**src/rtl/fetch_pkg.sv**
```systemverilog
// Shared definitions for the instruction-fetch burst front end: AXI encodings,
// AR FSM states and fetch packet layout helpers.
package fetch_pkg;

    localparam logic [1:0] AXI_BURST_INCR = 2'b01;
    localparam logic [1:0] AXI_RESP_OKAY  = 2'b00;
    localparam int         INSTR_W        = 32;

    typedef enum logic {
        AR_IDLE,
        AR_REQ
    } ar_state_e;

    // One lane is {valid, instr, pc}; pc sits at bit 0, instr above it, valid on top.
    function automatic int lane_w(input int addr_w);
        return 1 + INSTR_W + addr_w;
    endfunction

    function automatic int lane_instr_lsb(input int addr_w);
        return addr_w;
    endfunction

    function automatic int lane_valid_bit(input int addr_w);
        return addr_w + INSTR_W;
    endfunction

    function automatic int fetch_w(input int data_w, input int addr_w);
        return (data_w / INSTR_W) * lane_w(addr_w) + 1;
    endfunction

endpackage

```
**src/rtl/fetch_beat_unpack.sv**
```systemverilog
// Splits one AXI read beat into per-lane {valid, instr, pc} fields; a lane is
// valid only when the beat is kept and its pc has not already been delivered.
module fetch_beat_unpack
    import fetch_pkg::*;
#(
    parameter int ADDR_W = 32,
    parameter int DATA_W = 64
) (
    input  logic [ADDR_W-1:0]                            beat_addr_i,
    input  logic [ADDR_W-1:0]                            fetch_pc_i,
    input  logic                                         keep_i,
    input  logic [DATA_W-1:0]                            rdata_i,
    output logic [(DATA_W/INSTR_W)*lane_w(ADDR_W)-1:0]   lanes_o,
    output logic                                         any_valid_o
);

    localparam int IPB = DATA_W / INSTR_W;
    localparam int LW  = lane_w(ADDR_W);

    logic [IPB-1:0] lane_vld;

    for (genvar i = 0; i < IPB; i++) begin : g_lane
        logic [ADDR_W-1:0] pc;
        assign pc          = beat_addr_i + ADDR_W'(4 * i);
        assign lane_vld[i] = keep_i && (pc >= fetch_pc_i);
        assign lanes_o[i*LW +: LW] = {lane_vld[i], rdata_i[i*INSTR_W +: INSTR_W], pc};
    end

    assign any_valid_o = |lane_vld;

endmodule

```
**src/rtl/fetch_burst_ctrl.sv**
```systemverilog
// Instruction-fetch front end: issues INCR bursts on AXI AR, unpacks returned
// beats into fetch packets and drains bursts made stale by a redirect.
module fetch_burst_ctrl
    import fetch_pkg::*;
#(
    parameter int                ADDR_W          = 32,
    parameter int                DATA_W          = 64,
    parameter int                BURST_LEN       = 4,
    parameter int                MAX_OUTSTANDING = 2,
    parameter logic [ADDR_W-1:0] RESET_PC        = '0
) (
    input  logic                                clk,
    input  logic                                rst_n,
    input  logic                                jump,
    input  logic                                jump_accept,
    input  logic [ADDR_W-1:0]                   jump_addr,
    input  logic                                stop_fetch,
    input  logic                                arready,
    output logic                                arvalid,
    output logic [ADDR_W-1:0]                   araddr,
    output logic [1:0]                          arburst,
    output logic [2:0]                          arsize,
    output logic [7:0]                          arlen,
    input  logic                                rvalid,
    input  logic                                rlast,
    input  logic [1:0]                          rresp,
    input  logic [DATA_W-1:0]                   rdata,
    output logic                                rready,
    output logic                                write_fifo,
    output logic [fetch_w(DATA_W, ADDR_W)-1:0]  fetch_packet
);

    localparam int BEAT_BYTES  = DATA_W / 8;
    localparam int BURST_BYTES = BURST_LEN * BEAT_BYTES;
    localparam int IDX_W       = (BURST_LEN > 1) ? $clog2(BURST_LEN) : 1;
    // In-flight total (live + draining) is held to 2*MAX_OUTSTANDING by the issue gate.
    localparam int CNT_W       = $clog2(2 * MAX_OUTSTANDING + 2);
    localparam int FW          = fetch_w(DATA_W, ADDR_W);
    localparam logic [ADDR_W-1:0] ALIGN_MASK = ~ADDR_W'(BURST_BYTES - 1);

    ar_state_e         ar_state_q;
    logic              arvalid_q;
    logic [ADDR_W-1:0] araddr_q;

    logic [ADDR_W-1:0] fetch_pc_q, fetch_pc_d;
    logic [ADDR_W-1:0] issue_addr_q, issue_addr_d;
    logic [ADDR_W-1:0] rbase_q, rbase_d;
    logic [CNT_W-1:0]  outst_q, outst_d;
    logic [CNT_W-1:0]  disc_q, disc_d;
    logic              stale_q, stale_d;
    logic [IDX_W-1:0]  beat_idx_q, beat_idx_d;
    logic              wr_q, wr_d;
    logic [FW-1:0]     pkt_q, pkt_d;

    logic              redirect, hs_ar, hs_r, disc_nz, issue_ok, any_valid;
    logic [ADDR_W-1:0] beat_addr;
    logic [FW-2:0]     lanes;

    assign redirect  = jump & jump_accept;
    assign hs_ar     = arvalid_q & arready;
    assign disc_nz   = (disc_q != '0);
    assign rready    = rst_n & (~stop_fetch | disc_nz);
    assign hs_r      = rvalid & rready;
    assign beat_addr = rbase_q + ADDR_W'(beat_idx_q) * ADDR_W'(BEAT_BYTES);
    assign issue_ok  = ~stop_fetch & ~redirect
                     & (outst_q < CNT_W'(MAX_OUTSTANDING))
                     & ((CNT_W+1)'(outst_q) + (CNT_W+1)'(disc_q) < (CNT_W+1)'(2 * MAX_OUTSTANDING));

    assign arvalid      = arvalid_q;
    assign araddr       = araddr_q;
    assign arburst      = AXI_BURST_INCR;
    assign arsize       = 3'($clog2(BEAT_BYTES));
    assign arlen        = 8'(BURST_LEN - 1);
    assign write_fifo   = wr_q;
    assign fetch_packet = pkt_q;

    fetch_beat_unpack #(
        .ADDR_W (ADDR_W),
        .DATA_W (DATA_W)
    ) u_unpack (
        .beat_addr_i (beat_addr),
        .fetch_pc_i  (fetch_pc_q),
        .keep_i      (~disc_nz),
        .rdata_i     (rdata),
        .lanes_o     (lanes),
        .any_valid_o (any_valid)
    );

    always_ff @(posedge clk or negedge rst_n) begin
        if (!rst_n) begin
            ar_state_q <= AR_IDLE;
            arvalid_q  <= 1'b0;
            araddr_q   <= RESET_PC & ALIGN_MASK;
        end else begin
            case (ar_state_q)
                AR_IDLE: if (issue_ok) begin
                    ar_state_q <= AR_REQ;
                    arvalid_q  <= 1'b1;
                    araddr_q   <= issue_addr_q;
                end
                AR_REQ: if (arready) begin
                    ar_state_q <= AR_IDLE;
                    arvalid_q  <= 1'b0;
                end
            endcase
        end
    end

    always_comb begin
        fetch_pc_d   = fetch_pc_q;
        issue_addr_d = issue_addr_q;
        rbase_d      = rbase_q;
        outst_d      = outst_q;
        disc_d       = disc_q;
        stale_d      = stale_q;
        beat_idx_d   = beat_idx_q;
        wr_d         = 1'b0;
        pkt_d        = pkt_q;

        // Beat position follows the bus even while draining so the next live burst starts at 0.
        if (hs_r) beat_idx_d = rlast ? '0 : beat_idx_q + IDX_W'(1);

        if (redirect) begin
            fetch_pc_d   = jump_addr;
            issue_addr_d = jump_addr & ALIGN_MASK;
            rbase_d      = jump_addr & ALIGN_MASK;
            outst_d      = '0;
            // A pending AR is counted for draining now, once only, and ignored at its handshake.
            disc_d       = disc_q + outst_q
                         + CNT_W'((ar_state_q == AR_REQ) && !stale_q)
                         - CNT_W'(hs_r & rlast);
            stale_d      = (ar_state_q == AR_REQ) & ~hs_ar;
        end else begin
            if (hs_ar) begin
                if (stale_q) begin
                    stale_d = 1'b0;
                end else begin
                    outst_d      = outst_d + CNT_W'(1);
                    issue_addr_d = issue_addr_q + ADDR_W'(BURST_BYTES);
                end
            end
            if (hs_r && rlast) begin
                if (disc_nz) begin
                    disc_d = disc_q - CNT_W'(1);
                end else begin
                    outst_d = outst_d - CNT_W'(1);
                    rbase_d = rbase_q + ADDR_W'(BURST_BYTES);
                end
            end
            if (hs_r && !disc_nz && any_valid) begin
                wr_d       = 1'b1;
                pkt_d      = {(rresp != AXI_RESP_OKAY), lanes};
                fetch_pc_d = beat_addr + ADDR_W'(BEAT_BYTES);
            end
        end
    end

    always_ff @(posedge clk or negedge rst_n) begin
        if (!rst_n) begin
            fetch_pc_q   <= RESET_PC;
            issue_addr_q <= RESET_PC & ALIGN_MASK;
            rbase_q      <= RESET_PC & ALIGN_MASK;
            outst_q      <= '0;
            disc_q       <= '0;
            stale_q      <= 1'b0;
            beat_idx_q   <= '0;
            wr_q         <= 1'b0;
            pkt_q        <= '0;
        end else begin
            fetch_pc_q   <= fetch_pc_d;
            issue_addr_q <= issue_addr_d;
            rbase_q      <= rbase_d;
            outst_q      <= outst_d;
            disc_q       <= disc_d;
            stale_q      <= stale_d;
            beat_idx_q   <= beat_idx_d;
            wr_q         <= wr_d;
            pkt_q        <= pkt_d;
        end
    end

endmodule

```
**config.mk**
```make
export PLATFORM = sky130hd
export DESIGN_NAME = fetch_burst_ctrl
export DESIGN_NICKNAME = d
export VERILOG_FILES = /design/src/rtl/fetch_pkg.sv /design/src/rtl/fetch_beat_unpack.sv /design/src/rtl/fetch_burst_ctrl.sv
export SDC_FILE = /design/constraint.sdc
export NUM_CORES = 1
export LEC_CHECK = 0
export ABC_AREA = 1
export CAP_MARGIN = 30
export CORE_MARGIN = 3
export CORE_UTILIZATION = 50
export DETAILED_ROUTE_END_ITERATION = 6
export GPL_TIMING_DRIVEN = 0
export PLACE_DENSITY = 0.76
export SLEW_MARGIN = 40
export SYNTH_ARGS = -nofsm -noshare
export SYNTH_HDL_FRONTEND = slang
export SYNTH_HIERARCHICAL = 1
export SYNTH_SLANG_ARGS = --single-unit
```
**constraint.sdc**
```tcl
create_clock -name clk -period 5 [get_ports clk]
set_input_delay 1 -clock clk [delete_from_list [all_inputs] [get_ports clk]]
set_output_delay 1 -clock clk [all_outputs]
set_load 0.02 [all_outputs]
```
==> results of run 1 <==
## how the worst min path moves through the flow
stage	from	to	slack [ns]	cells after the start
3_5_place_dp	fetch_packet[63]$_DFFE_PN0P_	fetch_packet[63]$_DFFE_PN0P_	0.46	2
3_3_place_gp	fetch_packet[120]$_DFFE_PN0P_	fetch_packet[120]$_DFFE_PN0P_	0.45	2
6_report	rst_n	araddr[28]$_DFFE_PN0P_	0.21	1
4_1_cts	rst_n	araddr[28]$_DFFE_PN0P_	0.19	1
5_1_grt	rst_n	araddr[28]$_DFFE_PN0P_	0.19	1
2_1_floorplan	fetch_pc_q[1]$_DFFE_PN0P_	fetch_pc_q[1]$_DFFE_PN0P_	0.47	1
## registers in the layout (all words and copies together), names as in the netlist, 2 cells and up
| name | count |
|---|---|
| disc_q | 3 |
| beat_idx_q | 2 |
| fetch_packet | 131 |
| outst_q | 3 |
| fetch_pc_q | 32 |
| issue_addr_q | 27 |
| araddr | 27 |
| rbase_q | 27 |
## placed cells by master (no fill, tap or decap), types with 6 or more instances in the layout
cell             synthesis  final
nand2_1                713    713
dfrtp_1                256    256
clkdlybuf4s50_1          0    201
inv_1                  187    187
nor2_1                 151    151
buf_4                  120    120
nand3_1                102    102
ha_1                    76     76
o21ai_0                 75     75
a21oi_1                 66     66
clkbuf_1                46     49
xor2_1                  37     37
a31oi_1                 37     37
conb_1                   2     31
clkbuf_16                0     29
nand4_1                 23     23
nor3_1                  22     22
nand2_2                 21     21
buf_2                   20     20
inv_2                   15     15
nor2_2                  15     15
a22oi_1                 14     14
o211ai_1                13     13
xnor2_1                 12     12
nor2_4                   9      9
nand2_4                  7      7
buf_1                    7      7
nor4_1                   8      7
nand3_2                  6      6
clkbuf_8                 1      6
clkinv_2                 0      6
## final cells by class
class	count	area (um^2)	share of cell area, %
multi-input cells	1496	7740	39.1
flip-flops and latches	256	6410	32.3
repair buffers	206	2130	10.7
plain buffers	196	1240	6.24
clock buffers	37	806	4.07
inverters	205	769	3.88
well taps	396	495	2.50
clock inverters	17	230	1.16
## routing by layer
layer	vias to the layer above	global-route usage, %	wire length, um	part of all wire [%]
met5	-	0	0	0
met4	0	9.00	1510	3.0
met3	91	3.89	3190	6.4
met2	526	51.6	24500	49
met1	6803	35.8	20400	41
li1	7184	-	-	-
## logic make-up after synthesis
kind of cell               after synthesis
AOI/OAI and AO/OA                      239
xor gates and xnor gates                50
adders and majority gates               78
buffers and inverters                  401
DFF                                    256
muxes                                    3
other                                    2
and+or+nand+nor                       1095
## power breakdown
part           total [uW]  switching [uW]  internal (uW)
clock network        2300             895           1400
registers            3150             458           2690
logic                3980            2350           1630
total                9430            3700           5730
## worst register-to-register path, cell delays in order, from the launching register on
cell and delay (ns):
dfrtp_1 0.45, inv_1 0.08, nand2_1 0.07, nand2_1 0.11, inv_1 0.18, inv_1 0.14, xor2_1 0.14, inv_1 0.09
ha_1 0.30, nand2_1 0.07, nor2_1 0.14, nand2_1 0.08, nor2_1 0.11, nor2_1 0.05, nand2_1 0.07, nand2_1 0.05
nand2_1 0.10, nand2_1 0.09, nand2_1 0.12, nand3_1 0.13, nor2_2 0.47, inv_2 0.24, buf_2 0.28, buf_1 0.28
nand2_1 0.14, nand2_1 0.07
## stage by stage
step                instances  hold WS, ns
finish                   2809        0.215
global route             2809        0.187
CTS                      2809        0.194
detailed placement       2755        0.457
global placement         2751        0.453
floorplan                2153        0.466
==> out/metrics.cfg, run 1 <==
[status]
status = complete, but fails checks
violations = DRC

[logic_synthesis]
yosysTopAreaCell = dfrtp_1
synth_cell_types = 54
synthTopCellsByArea = dfrtp_1 40%, nand2_1 17%, ha_1 5.9%
synth-simple-area-share_pct = 29.6
synth_xor_xnor_area_share_pct = 2.78
synthTopCellsByCount = 713 x nand2_1, 256 x dfrtp_1, 187 x inv_1
synth_ff_type = dfrtp_1
synth-compound-area-share_pct = 8.71
yosys-mux-area-fraction_pct = 0.211
synth_edf_count = 0
syn_area_um2 = 16000
synthAdderAreaFrac_pct = 6.18
synth_cells = 2124
synth_top_family_by_area = simple AND/OR/NAND/NOR gates
ys_seq_elements = 256
syn_area_per_cell_um2 = 7.55
synthArstFlopShare_pct = 100
synth_top_area_share_pct = 39.9
yosysWarnings = 6
yosysMostFrequentCell = nand2_1
seq_area_frac_synth_pct = 39.9

[timing]
fmaxAchievable_ghz = 0.240
finalSetupTns_ns = 0
final-setup-viol-count = 0
setup_slack_ns = 0.826
finalHoldViolCount = 0
layout_min_cycle_time_ns = 4.17
period_share_pct = 83.5
worstMarginPinSlew_ns = 0.815
maxSlewViolCount = 0
skew_ns = 0.0165
maxSlewHeadroom_pct = 45.6
rsz0062_at_grt = false

[place]
io_buffers = 202
place_congestion = 0.940
place_hpwl_mm = 39.2
placed_area_um2 = 18800
pre_cts_slack_ns = 0.841

[critical_path]
r2r_end = fetch_packet[36]$_DFFE_PN0P_
rr_startpoint = rbase_q[15]$_DFFE_PN0P_
rr_worst_depth = 25
crit_buf_inv = 7
endpoint = fetch_packet[36]$_DFFE_PN0P_
cp_slowest_cell = nor2_2
critPathLaunch = rbase_q[15]$_DFFE_PN0P_
timing.critical_path.mode_cell = nand2_1
crit_type = flop to flop
end_kind = flop
cp_top_family = simple AND/OR/NAND/NOR gates
ff2ff_setup_slack_ns = 0.83
critPathArrivalTime_ns = 4.60
path_depth = 25
cp_max_fo = 10
worstPathRequired_ns = 5.42
slowest_delay_ns = 0.47
start_kind = flop

[flow_run]
drv_cap = 0

[clock_tree]
cts-root-buf = clkbuf_16
ctsHtreeMaxLevel = 1
cts_buffers = 29
clk_path_buf_depth = 3
clkSinkCount = 256
clk_latency_ns = 0.55
cts_tree = done
cts_resized = 0
clkSlewWorstSetupHoldPaths_ns = 0.07
postCtsHoldBufs = 0
cts_setup_buffers = 0

[routing]
vias = 14600
drt_iter0_markers = 957
final_antenna_net_count = 0
post_drt_wl_per_cell_um = 17.7
firstDrtPassIters = 7
drt_wl_total_mm = 49.6
drc = 1
viasPerCell = 5.20

[final_layout]
fillCellCount = 2826
final_util_pct = 63.8
fin_area_um2 = 19800
n_antenna_cell = 0
layout-drive-gt1-share_pct = 12.2
fin_nets = 2574
synthToLayoutAreaGrowth_pct = 23.5

[floorplan]
start_util_pct = 51.6
num_rows = 64
pin_count = 285
die_w_um = 185
die_h_um = 185
coreArea_um2 = 31100
dieArea_um2 = 34300

[power_and_ir_drop]
power_leakage_uw = 0.0101
ir_drop_mv = 0.386
finalPower_uw = 9430
power.density_nw_per_um2 = 476

[grt]
grt_start_max_net_pins = 74
grt_antenna_before_repair = 0
grt_pass1_vias = 14600
grt_use_total_pct = 28.7
grt_pass1_wl_mm = 78.1
overflow = 0

[worst_hold_path]
hp-class = input port to async pin

Power figures use the tool's default switching activity.
==> run 2, diff against run 1 <==
--- a/config.mk
+++ b/config.mk
@@ -8,10 +8,10 @@
 export ABC_AREA = 1
 export CAP_MARGIN = 30
 export CORE_MARGIN = 3
-export CORE_UTILIZATION = 50
+export CORE_UTILIZATION = 49
 export DETAILED_ROUTE_END_ITERATION = 6
 export GPL_TIMING_DRIVEN = 0
-export PLACE_DENSITY = 0.76
+export PLACE_DENSITY = 0.78
 export SLEW_MARGIN = 40
 export SYNTH_ARGS = -nofsm -noshare
 export SYNTH_HDL_FRONTEND = slang
==> constraint.sdc (replaced) <==
create_clock -name clk -period 3.4 [get_ports clk]
set_input_delay 0.68 -clock clk [delete_from_list [all_inputs] [get_ports clk]]
set_output_delay 0.68 -clock clk [all_outputs]
set_load 0.02 [all_outputs]
==> run 2 against run 1 <==
Compared with the run above:
- the flow now finishes without violations
- via count is 2.2% higher
- register-to-register slack worse by 0.69 ns
- routed wire length is 0.61% higher
- utilization is 0.46 points higher
- worst setup slack worse by 0.69 ns
- clock-buffer cell count is 8 lower
- die area is 2.0% higher
- clock skew is 0.0037 ns lower
- sequential share of layout area is 1.0 points lower
==> out/metrics.cfg, run 2 (synthesized netlist as in run 1, its figures left out) <==
[timing]
worstMarginPinSlew_ns = 0.869  ; +0.0538 ns
period_share_pct = 96.0  ; +12 points
maxSlewHeadroom_pct = 42.1  ; -3.6 points
final-setup-viol-count = 0  ; unchanged
finalHoldViolCount = 0  ; unchanged
maxSlewViolCount = 0  ; unchanged
fmaxAchievable_ghz = 0.306  ; +28%
layout_min_cycle_time_ns = 3.26  ; -0.911 ns
holdWs_ns = 0.0359  ; -0.179 ns
skew_ns = 0.0128  ; -0.00371 ns
setup_slack_ns = 0.137  ; -0.689 ns

[critical_path]
cp_top_family = simple AND/OR/NAND/NOR gates
rr_startpoint = rbase_q[13]$_DFFE_PN0P_
worstPathRequired_ns = 3.86  ; -1.56 ns
crit_type = flop to flop
timing.critical_path.mode_cell = nand2_1
critPathArrivalTime_ns = 3.72  ; -0.88 ns
start_kind = flop
end_kind = flop
cp_slowest_cell = dfrtp_2
crit_buf_inv = 6  ; -1
critPathLaunch = rbase_q[13]$_DFFE_PN0P_
cp_cell_sequence = inv_2 -> nand2_2 -> nand2_2 -> inv_4 -> xor2_1 -> inv_1 -> ha_1 -> nand2_1 -> nor2_2 -> nand2_1 -> nor2_2 -> nor2_1 -> nand2_1 -> nand2_1 -> nand2_2 -> nand2_1 -> nand2_2 -> nand3_4 -> nor2_4 -> clkinv_4 -> buf_12 -> clkbuf_4 -> nand2_1 -> nand2_1
slowest_delay_ns = 0.45  ; -0.02 ns
cp_max_fo = 10  ; unchanged

[floorplan]
coreArea_um2 = 31900  ; +2.6%
num_rows = 65  ; +1.6%
pin_count = 285  ; unchanged
dieArea_um2 = 34900  ; +2.0%
die_w_um = 187  ; +0.98%
start_util_pct = 50.3  ; -1.3 points
die_h_um = 187  ; +0.98%

[final_layout]
seqCellArea_um2 = 6410  ; +0.14%
final_util_pct = 64.2  ; +0.46 points
synthToLayoutAreaGrowth_pct = 27.7
fillCellCount = 2746  ; -2.8%
multiInputGateArea_um2 = 7930  ; +2.4%
n_antenna_cell = 0  ; unchanged
final_common_cell = nand2_1
fin_area_um2 = 20500  ; +3.3%
layout-drive-gt1-share_pct = 16.1  ; +3.9 points
fin_nets = 2597  ; +0.89%
largest_reg_flops = 131  ; unchanged
mostFrequentLayoutCells = 703 x nand2_1, 249 x dfrtp_1, 201 x clkdlybuf4s50_1

[clock_tree]
cts_buffers = 29  ; unchanged
clk_path_buf_depth = 3  ; unchanged
cts-root-buf = clkbuf_16
clk_latency_ns = 0.57  ; +0.02 ns
clkSlewWorstSetupHoldPaths_ns = 0.06  ; about the same
ctsHtreeMaxLevel = 1  ; unchanged
postCtsHoldBufs = 0  ; unchanged
clkSinkCount = 256  ; unchanged
cts_tree = done

[power_and_ir_drop]
ir_drop_mv = 0.553  ; +43%
p_comb_share_pct = 42.2  ; about the same
power.density_nw_per_um2 = 709  ; +49%
finalPower_uw = 14500  ; +54%
power_frac_clock_pct = 26.0  ; +1.7 points
power_leakage_uw = 0.0104  ; +2.4%
power_frac_seq_pct = 31.8  ; -1.6 points
switchingPower_uw = 5600  ; +51%
power.internal_uw = 8930  ; +56%
switching_share_pct = 38.5  ; -0.70 points

[grt]
overflow = 0  ; unchanged
grt_pass1_vias = 14700  ; +0.94%
grt_antenna_before_repair = 0  ; unchanged
grt_start_max_net_pins = 71  ; -4.1%
grt_pass1_wl_mm = 78.8  ; +0.91%
grt_use_total_pct = 27.8  ; -0.90 points

[routing]
drt_wl_total_mm = 49.9  ; +0.61%
viasPerCell = 5.20  ; about the same
firstDrtPassIters = 6  ; -1
drc = 0  ; -1
drt_iter0_markers = 958  ; +0.10%
post_drt_wl_per_cell_um = 17.4  ; -1.6%
final_antenna_net_count = 0  ; unchanged
vias = 14900  ; +2.2%

[place]
io_buffers = 202  ; unchanged
pre_cts_slack_ns = -0.730  ; -1.57 ns
placed_area_um2 = 18800  ; +0.15%
place_congestion = 0.964  ; +2.5%
place_hpwl_mm = 38.6  ; -1.7%

[worst_hold_path]
hp-class = input port to async pin

[status]
status = complete, no violations

[flow_run]
drv_cap = 0  ; unchanged

run 2: routing by layer:
metal  part of all wire, %  GRT usage (%)
met1                    41           34.9
met2                    49           48.9
met3                   5.7           3.67
met4                   4.2           10.8
met5                     0              0
run 2: layout make-up:
| class | count | area share, % |
|---|---|---|
| Tap cell | 435 | 2.66 |
| Clock buffer | 29 | 3.54 |
| Timing Repair Buffer | 233 | 11.4 |
| Buffer | 192 | 6.38 |
| Sequential cell | 256 | 31.3 |
| Multi-Input combinational cell | 1496 | 38.7 |
| Clock inverter | 25 | 2.10 |
| Inverter | 205 | 3.89 |
run 2: power by group through the flow:
stage | sequential (uW) | combinational [uW] | clock (uW)
2_1_floorplan | 5250 | 2880 | 0
3_3_place_gp | 4630 | 5630 | 0
3_5_place_dp | 4650 | 5820 | 0
4_1_cts | 4610 | 5890 | 3830
5_1_grt | 4740 | 6750 | 3960
6_report | 4620 | 6130 | 3780
run 2: stage by stage:
stage / cells / TNS [ns]
after floorplan: 2153 / 0
after global placement: 2790 / -4145.10
after detailed placement: 2793 / -79.77
after CTS: 2851 / 0
after global routing: 2871 / -1.74
final: 2871 / 0
run 2: final timing paths:
kind / cells after the start / slack (ns) / end
worst max-delay path: 24 / 0.14 / fetch_packet[17]$_DFFE_PN0P_
max in group asynchronous: 3 / 2.30 / fetch_packet[18]$_DFFE_PN0P_
worst max register to register: 24 / 0.14 / fetch_packet[17]$_DFFE_PN0P_
worst min-delay path: 1 / 0.04 / araddr[27]$_DFFE_PN0P_
worst min register to register: 2 / 0.47 / fetch_packet[96]$_DFFE_PN0P_
min in group clk: 3 / 0.31 / fetch_packet[62]$_DFFE_PN0P_
run 2: timing repair:
item	CTS	global route
buffers inserted	5	23
endpoints found under the setup margin	164	165
pin swaps	2	11
resized for setup	43	76
cloned	0	0
==> run 3, diff against run 2 <==
--- a/config.mk
+++ b/config.mk
@@ -8,10 +8,11 @@
 export ABC_AREA = 1
 export CAP_MARGIN = 30
 export CORE_MARGIN = 3
-export CORE_UTILIZATION = 49
+export CORE_UTILIZATION = 45
 export DETAILED_ROUTE_END_ITERATION = 6
 export GPL_TIMING_DRIVEN = 0
-export PLACE_DENSITY = 0.78
+export PLACE_DENSITY = 0.83
+export SKIP_CTS_REPAIR_TIMING = 1
 export SLEW_MARGIN = 40
 export SYNTH_ARGS = -nofsm -noshare
 export SYNTH_HDL_FRONTEND = slang
==> run 3 against run 2 <==
Compared with the run above:
- critical path depth is 1 lower
- highest routed layer unchanged
- combinational power fell by 2%
- routed wire length increased by 1.2%
- first-iteration DRC count grew 11%
==> out/metrics.cfg, run 3 (synthesized netlist as in run 1, its figures left out) <==
[power_and_ir_drop]
finalPower_uw = 13900  ; -4.4%
p_comb_share_pct = 43.3  ; +1.1 points
switchingPower_uw = 5480  ; -2.2%
power.density_nw_per_um2 = 685  ; -3.4%
switching_share_pct = 39.4  ; +0.92 points
power_leakage_uw = 0.0103  ; -1.2%
power_frac_clock_pct = 23.1  ; -2.9 points
ir_drop_mv = 0.526  ; -5.0%
power.internal_uw = 8410  ; -5.9%
power_frac_seq_pct = 33.6  ; +1.8 points

[routing]
drt_wl_total_mm = 50.5  ; +1.2%
post_drt_wl_per_cell_um = 17.6  ; +1.0%
firstDrtPassIters = 5  ; -1
drt_iter0_markers = 1064  ; +11%
vias = 15000  ; +0.21%
drc = 0  ; unchanged
final_antenna_net_count = 0  ; unchanged
viasPerCell = 5.20  ; about the same

[clock_tree]
clkSinkCount = 256  ; unchanged
cts_tree = done
ctsHtreeMaxLevel = 1  ; unchanged
cts_buffers = 28  ; -3.4%
clk_latency_ns = 0.56  ; about the same
clkSlewWorstSetupHoldPaths_ns = 0.06  ; about the same
cts-root-buf = clkbuf_16
clk_path_buf_depth = 3  ; unchanged

[critical_path]
timing.critical_path.mode_cell = nand2_1
cp_slowest_cell = dfrtp_1
worstPathRequired_ns = 3.84  ; -0.02 ns
rr_startpoint = rbase_q[17]$_DFFE_PN0P_
crit_type = flop to flop
critPathArrivalTime_ns = 3.74  ; +0.02 ns
critPathLaunch = rbase_q[17]$_DFFE_PN0P_
slowest_delay_ns = 0.48  ; +0.03 ns
end_kind = flop
cp_cell_sequence = inv_1 -> nand2_1 -> and2_2 -> xor2_1 -> ha_1 -> nand2_1 -> nand2_1 -> nand2_1 -> nand2_1 -> nand2_1 -> a21oi_2 -> nor2_2 -> nand2_1 -> nand2_1 -> nand2_2 -> nand3_4 -> nor2_4 -> buf_12 -> buf_4 -> clkbuf_16 -> buf_12 -> nand2_1 -> nand2_1
cp_max_fo = 10  ; unchanged
start_kind = flop

[floorplan]
dieArea_um2 = 37900  ; +8.6%
pin_count = 285  ; unchanged
start_util_pct = 46.1  ; -4.2 points
die_h_um = 195  ; +4.2%
coreArea_um2 = 34800  ; +9.2%
die_w_um = 195  ; +4.2%
num_rows = 68  ; +4.6%

[timing]
setup_slack_ns = 0.104  ; -0.0326 ns
maxSlewViolCount = 0  ; unchanged
holdWs_ns = 0.0166  ; -0.0193 ns
final-setup-viol-count = 0  ; unchanged
worstMarginPinSlew_ns = 0.994  ; +0.125 ns
layout_min_cycle_time_ns = 3.30  ; +0.0326 ns
period_share_pct = 96.9  ; +0.96 points
finalHoldViolCount = 0  ; unchanged
skew_ns = 0.0187  ; +0.00582 ns
fmaxAchievable_ghz = 0.303  ; -0.99%
rsz0062_at_grt = true
maxSlewHeadroom_pct = 33.1  ; -8.9 points

[place]
place_congestion = 0.976  ; +1.3%
place_hpwl_mm = 39.8  ; +3.2%
pre_cts_slack_ns = -0.957  ; -0.227 ns
io_buffers = 202  ; unchanged

[final_layout]
n_antenna_cell = 0  ; unchanged
largest_reg_flops = 131  ; unchanged
mostFrequentLayoutCells = 705 x nand2_1, 249 x dfrtp_1, 201 x clkdlybuf4s50_1
final_common_cell = nand2_1
final_util_pct = 58.3  ; -6.0 points
synthToLayoutAreaGrowth_pct = 26.4
layout-drive-gt1-share_pct = 15.2  ; -0.93 points
fin_nets = 2586  ; -0.42%
fillCellCount = 3065  ; +12%

[flow_run]
drv_cap = 0  ; unchanged

[grt]
grt_use_total_pct = 25.7  ; -2.1 points
grt_start_max_net_pins = 81  ; +14%
use_met2_pct = 44.7  ; -4.2 points
grt_pass1_wl_mm = 79.0  ; +0.26%
overflow = 0  ; unchanged
grt_antenna_before_repair = 0  ; unchanged
grt_pass1_vias = 14900  ; +1.2%
use_met1_pct = 33.0  ; -1.9 points
grt_use_met3_pct = 3.40  ; -0.28 points
busiest_layer = met2

[worst_hold_path]
hp-class = input port to async pin

[status]
status = complete, no violations

[run 3: cell type report]
cell class                      count  area, um^2  area share (%)
Buffer                            194        1380            6.81
Clock buffer                       39         813            4.01
Clock inverter                     10         158           0.778
Inverter                          205         786            3.88
Multi-Input combinational cell   1496        7890            38.9
Sequential cell                   256        6410            31.6
Tap cell                          455         569            2.81
Timing Repair Buffer              221        2260            11.1
[run 3: power groups by stage]
| stage | registers, uW | clock network (uW) | logic [uW] |
|---|---|---|---|
| floorplan | 5250 | 0 | 2880 |
| global placement | 4650 | 0 | 5620 |
| detailed placement | 4680 | 0 | 5830 |
| CTS | 4640 | 3250 | 5860 |
| global route | 4770 | 3380 | 6610 |
| finish | 4660 | 3210 | 6010 |
[run 3: per-stage QoR]
stage	TNS, ns	std cells	cell area, um^2
2_1_floorplan	0	2153	16100
3_3_place_gp	-4045.99	2810	18700
3_5_place_dp	-108.55	2813	18800
4_1_cts	-107.83	2862	19800
5_1_grt	-2.11	2876	20300
6_report	0	2876	20300
[run 3: path summary, 6_finish.rpt]
kind	slack (ns)	depth (start not counted)	to
max	0.10	23	fetch_packet[31]$_DFFE_PN0P_
min in group clk	0.33	3	fetch_packet[37]$_DFFE_PN0P_
min	0.02	1	araddr[30]$_DFFE_PN0P_
max reg2reg	0.10	23	fetch_packet[31]$_DFFE_PN0P_
min reg2reg	0.47	2	fetch_packet[54]$_DFFE_PN0P_
max in group asynchronous	2.31	3	fetch_packet[9]$_DFFE_PN0P_
[run 3: routing by layer]
layer | share of wire [%] | wire length [um]
met5 | 0 | 0
met3 | 6.6 | 3350
met4 | 3.8 | 1930
met1 | 42 | 21000
met2 | 48 | 24300
[run 3: worst max-delay path: cells and delay by family, from the launching register on]
kind	cells	cell delay [ns]
buf+inv	5	0.67
xor+xnor	1	0.27
flops	1	0.48
simple gates	15	1.36
fa+ha+maj	1	0.29
compound gates	1	0.07
